### config.mk
export PLATFORM = sky130hd
export DESIGN_NAME = serial_subtractor
export DESIGN_NICKNAME = d
export VERILOG_FILES = /design/src/rtl/serial_subtractor.sv
export SDC_FILE = /design/constraint.sdc
export NUM_CORES = 1
export LEC_CHECK = 0
export CAP_MARGIN = 20
export CORE_AREA = 3 3 74 76
export CTS_CLUSTER_SIZE = 20
export DETAILED_ROUTE_END_ITERATION = 10
export DIE_AREA = 0 0 77 79
export MAX_ROUTING_LAYER = met4
export PLACE_DENSITY = 0.61
export SYNTH_ARGS = -nofsm -noshare
export SYNTH_HDL_FRONTEND = slang
export SYNTH_SLANG_ARGS = --single-unit
### constraint.sdc
create_clock -name clk -period 4.1 [get_ports clk]
set_clock_uncertainty 0.1 [all_clocks]
set_input_delay 1.23 -clock clk [delete_from_list [all_inputs] [get_ports clk]]
set_output_delay 1.23 -clock clk [all_outputs]
set_load 0.01 [all_outputs]
### src/rtl/serial_subtractor.sv
// serial_subtractor
// Bit-serial subtractor: diff = a - b - bin (mod 2^WIDTH), one bit per clock,
// LSB first, using a single full-adder slice fed with the inverted subtrahend.
// The adder carry is the complement of the running borrow, so it starts at ~bin
// and the final borrow-out is the complement of the last carry.
// Handshake: start is taken only while ready=1; done pulses for one cycle when
// diff/bout are valid, and the results hold until the next accepted start.
// Optional feature macro: SERIAL_SUB_OVF_EN adds the signed-overflow output ovf.

module serial_subtractor #(
  parameter int WIDTH = 8
) (
  input  logic             clk,
  input  logic             rst_n,
  input  logic             start,
  input  logic [WIDTH-1:0] a,
  input  logic [WIDTH-1:0] b,
  input  logic             bin,
  output logic             ready,
  output logic [WIDTH-1:0] diff,
  output logic             bout,
  output logic             done
`ifdef SERIAL_SUB_OVF_EN
  ,
  output logic             ovf
`endif
);

  localparam int CW = (WIDTH > 1) ? $clog2(WIDTH) : 1;
  localparam logic [CW-1:0] LAST_BIT = CW'(WIDTH - 1);

  typedef enum logic [1:0] {
    IDLE,
    SHIFT,
    DONE
  } state_t;

  state_t           state;
  logic [WIDTH-1:0] a_q;
  logic [WIDTH-1:0] b_q;
  logic             c;
  logic [CW-1:0]    cnt;

  logic             a_bit;
  logic             nb_bit;
  logic             sum_bit;
  logic             c_next;

  // Full-adder slice for the bit selected by the counter, subtrahend inverted.
  always_comb begin
    a_bit   = a_q[cnt];
    nb_bit  = ~b_q[cnt];
    sum_bit = a_bit ^ nb_bit ^ c;
    c_next  = (a_bit & nb_bit) | (a_bit & c) | (nb_bit & c);
  end

  // Control FSM and datapath registers; all outputs are registered.
  always_ff @(posedge clk or negedge rst_n) begin
    if (!rst_n) begin
      state <= IDLE;
      ready <= 1'b1;
      done  <= 1'b0;
      diff  <= '0;
      bout  <= 1'b0;
      a_q   <= '0;
      b_q   <= '0;
      c     <= 1'b0;
      cnt   <= '0;
`ifdef SERIAL_SUB_OVF_EN
      ovf   <= 1'b0;
`endif
    end else begin
      case (state)
        IDLE: begin
          if (start) begin
            a_q   <= a;
            b_q   <= b;
            c     <= ~bin;
            cnt   <= '0;
            ready <= 1'b0;
            state <= SHIFT;
          end
        end
        SHIFT: begin
          diff <= {sum_bit, diff[WIDTH-1:1]};
          c    <= c_next;
          if (cnt == LAST_BIT) begin
            cnt   <= '0;
            done  <= 1'b1;
            bout  <= ~c_next;
`ifdef SERIAL_SUB_OVF_EN
            ovf   <= c ^ c_next;
`endif
            state <= DONE;
          end else begin
            cnt <= cnt + CW'(1);
          end
        end
        DONE: begin
          done  <= 1'b0;
          ready <= 1'b1;
          state <= IDLE;
        end
        default: begin
          done  <= 1'b0;
          ready <= 1'b1;
          state <= IDLE;
        end
      endcase
    end
  end

endmodule

==> flow_summary.yaml <==
run_status:
  status: "finished clean"
critical_path:
  cp_max_fo: 2
  arrival_ns: 1.33
  timing.critical_path.cells: "clkdlybuf4s50_1"
  path_delay_family: "flip-flops"
  worst-path-buf-inv: 1
  critPathSlowestCell: "dfstp_2"
  startpoint_type: "flip-flop"
  crit_required_ns: 2.77
  endpoint_kind: "primary output"
  crit_path_max_incr_delay_ns: 0.53
  crit_type: "reg2out"
synth:
  syn_area_per_cell_sq_um: 13.2
  ys_top_cells_by_area: "dfrtp_1 56%, mux2_2 13%, mux4_1 7.3%, nand2_1 6.8%, dfstp_2 1.8%"
  synth_ff_type: "dfrtp_1"
  yosys.area.top_type: "dfrtp_1"
  ys_warn_count: 0
  syn-num-nets: 132
  async_flop_share_pct: 100
  ys_types: 27
  synth_edf_count: 0
  ys_ff_latch: 33
  synth_top_cell_area_share_pct: 55.5
  synth-seq-area-share_pct: 57.3
  syn_area_sq_um: 1440
  synthCells: 109
global_routing:
  grt_util_met1_pct: 10.8
  met3_usage_pct: 3.63
  track_usage_pct: 10.2
  busiest_layer: "met2"
  met2_usage_pct: 16.3
  grt_antenna_before_repair: 0
  grt-ovfl-total: 0
  grt_pass1_vias: 1021
  grt_max_degree: 34
  grt_pass1_wl_um: 4620
timing:
  max_slew.worst_pin.slew_ns: 0.743
  rsz0062_at_grt: "false"
  fmax_ghz: 0.376
  setup_tns_ns: 0
  period_needed_ns: 2.66
  setup_violations: 0
  whs_ns: 0.388
  period_share_pct: 65.0
  slew_headroom_pct: 50.3
  finalHoldViolations: 0
  slew_viol_final: 0
clock_network:
  cts_buffers: 5
  clkLatencyLatePin_ns: 0.28
  cts_hold_buf: 0
  post_cts_resized: 0
  htreeDepth: 2
  clock_sinks: 33
  post-cts-setup-buffers: 0
  clockBufferDepth: 2
  clk_pin_slew_worst_paths_ns: 0.06
  tritoncts: "yes"
  cts-root-buf: "clkbuf_8"
power:
  combPwrFrac_pct: 39.0
  leakagePower_nw: 0.836
  ir_worst_vdd_uv: 312
  p_total_mw: 1.43
  switchingPower_mw: 0.457
  p_sw_share_pct: 31.9
  clkPwrFrac_pct: 18.5
  power_density_nw_per_um2: 754
  internal_power_mw: 0.977
  seqPwrFrac_pct: 42.4
routing:
  drt_iter0_markers: 49
  drt_wl_total_um: 2590
  wl_per_cell_um: 12.3
  vias_per_cell: 4.37
  route.detailed.drc: 0
  ant_nets: 0
  vias: 918
  dr.pass1.iters: 4
floorplan:
  ioPinCount: 31
  die_h_um: 79
  dieArea_sq_um: 6080
  die_w_um: 77
  core_sq_um: 4790
  num_rows: 25
  start_util_pct: 30.1
finish:
  area.growth.synth_to_final_pct: 31.9
  antenna-diode-count: 0
  layout_commonest_cell: "dfrtp_1"
  fin_nets: 165
  layout-drive-gt1-share_pct: 20.3
  layout_common_cells: "32 x dfrtp_1, 30 x clkdlybuf4s50_1, 26 x nand2_1"
run:
  cap_viol_max_count: 0
placed_design:
  io_buffers: 30
  hpwl_um: 1910
  place.gp.congestion: 0.722
hold_path:
  worst_hold_path_type: "reg2reg"
[sequential cells by signal, indices dropped and copies added (netlist names)]
| name | count |
|---|---|
| a_q | 8 |
| b_q | 8 |
| diff | 8 |
| cnt | 3 |
| state | 2 |
| bout | 1 |
| c | 1 |
| done | 1 |
| ready | 1 |
[final timing paths]
kind	startpoint	endpoint	slack, ns	cells after the start
worst max-delay path	ready	ready	1.44	1
worst min-delay path	ready	ready	0.39	2
worst max register to register	cnt[0]	c	1.80	5
worst min register to register	ready	ready	0.39	2
max in group asynchronous	rst_n	ready	2.32	2
min in group asynchronous	rst_n	b_q[2]	1.25	2
[area by class of cell]
type / count / area [sq um]
clock inverters: 1 / 5.00
well taps: 67 / 83.8
multi-input cells: 69 / 576
flip-flops and latches: 33 / 827
repair buffers: 31 / 308
clock buffers: 7 / 96.3
inverters: 2 / 7.51
fillers: 455 / 2880
[metrics by stage]
stage                     instance area [sq um]  instances  setup slack, ns  util [%]
final                                      1900        210             1.44      39.8
after global routing                       1900        210             1.40      39.8
after CTS                                  1900        210             1.41      39.8
after detailed placement                   1800        202             1.22      37.6
after global placement                     1800        202             1.27      37.6
after floorplan                            1440        109             1.90         -
[cell usage after synthesis, drive strengths merged, types with 2 or more instances]
master / count
o21ai: 2
nor2: 4
ha: 2
mux4: 4
nand2: 26
mux2: 17
dfrtp: 32
a22o: 2
inv: 2
nand2b: 2
buf: 4
[kinds of logic after synthesis]
kind of cell	synth area share, %
DFF	57.3
and+or+nand+nor	10.7
muxes	21.2
adders and majority gates	3.12
AOI/OAI and AO/OA	4.86
buffers and inverters	2.78
[metal layers]
metal | up-vias | routed length [um]
li1 | 442 | -
met5 | - | 0
met2 | 25 | 1300
met1 | 446 | 1080
met4 | 0 | 45
met3 | 5 | 162
[power by group through the flow]
stage                     combinational (mW)  sequential, mW  clock (mW)
after floorplan                        0.394           0.593           0
after global placement                 0.552           0.608           0
after detailed placement               0.570           0.619           0
after CTS                              0.572           0.612       0.278
after global routing                   0.636           0.633       0.288
final                                  0.560           0.609       0.266
(Power assumes the default switching activity.)
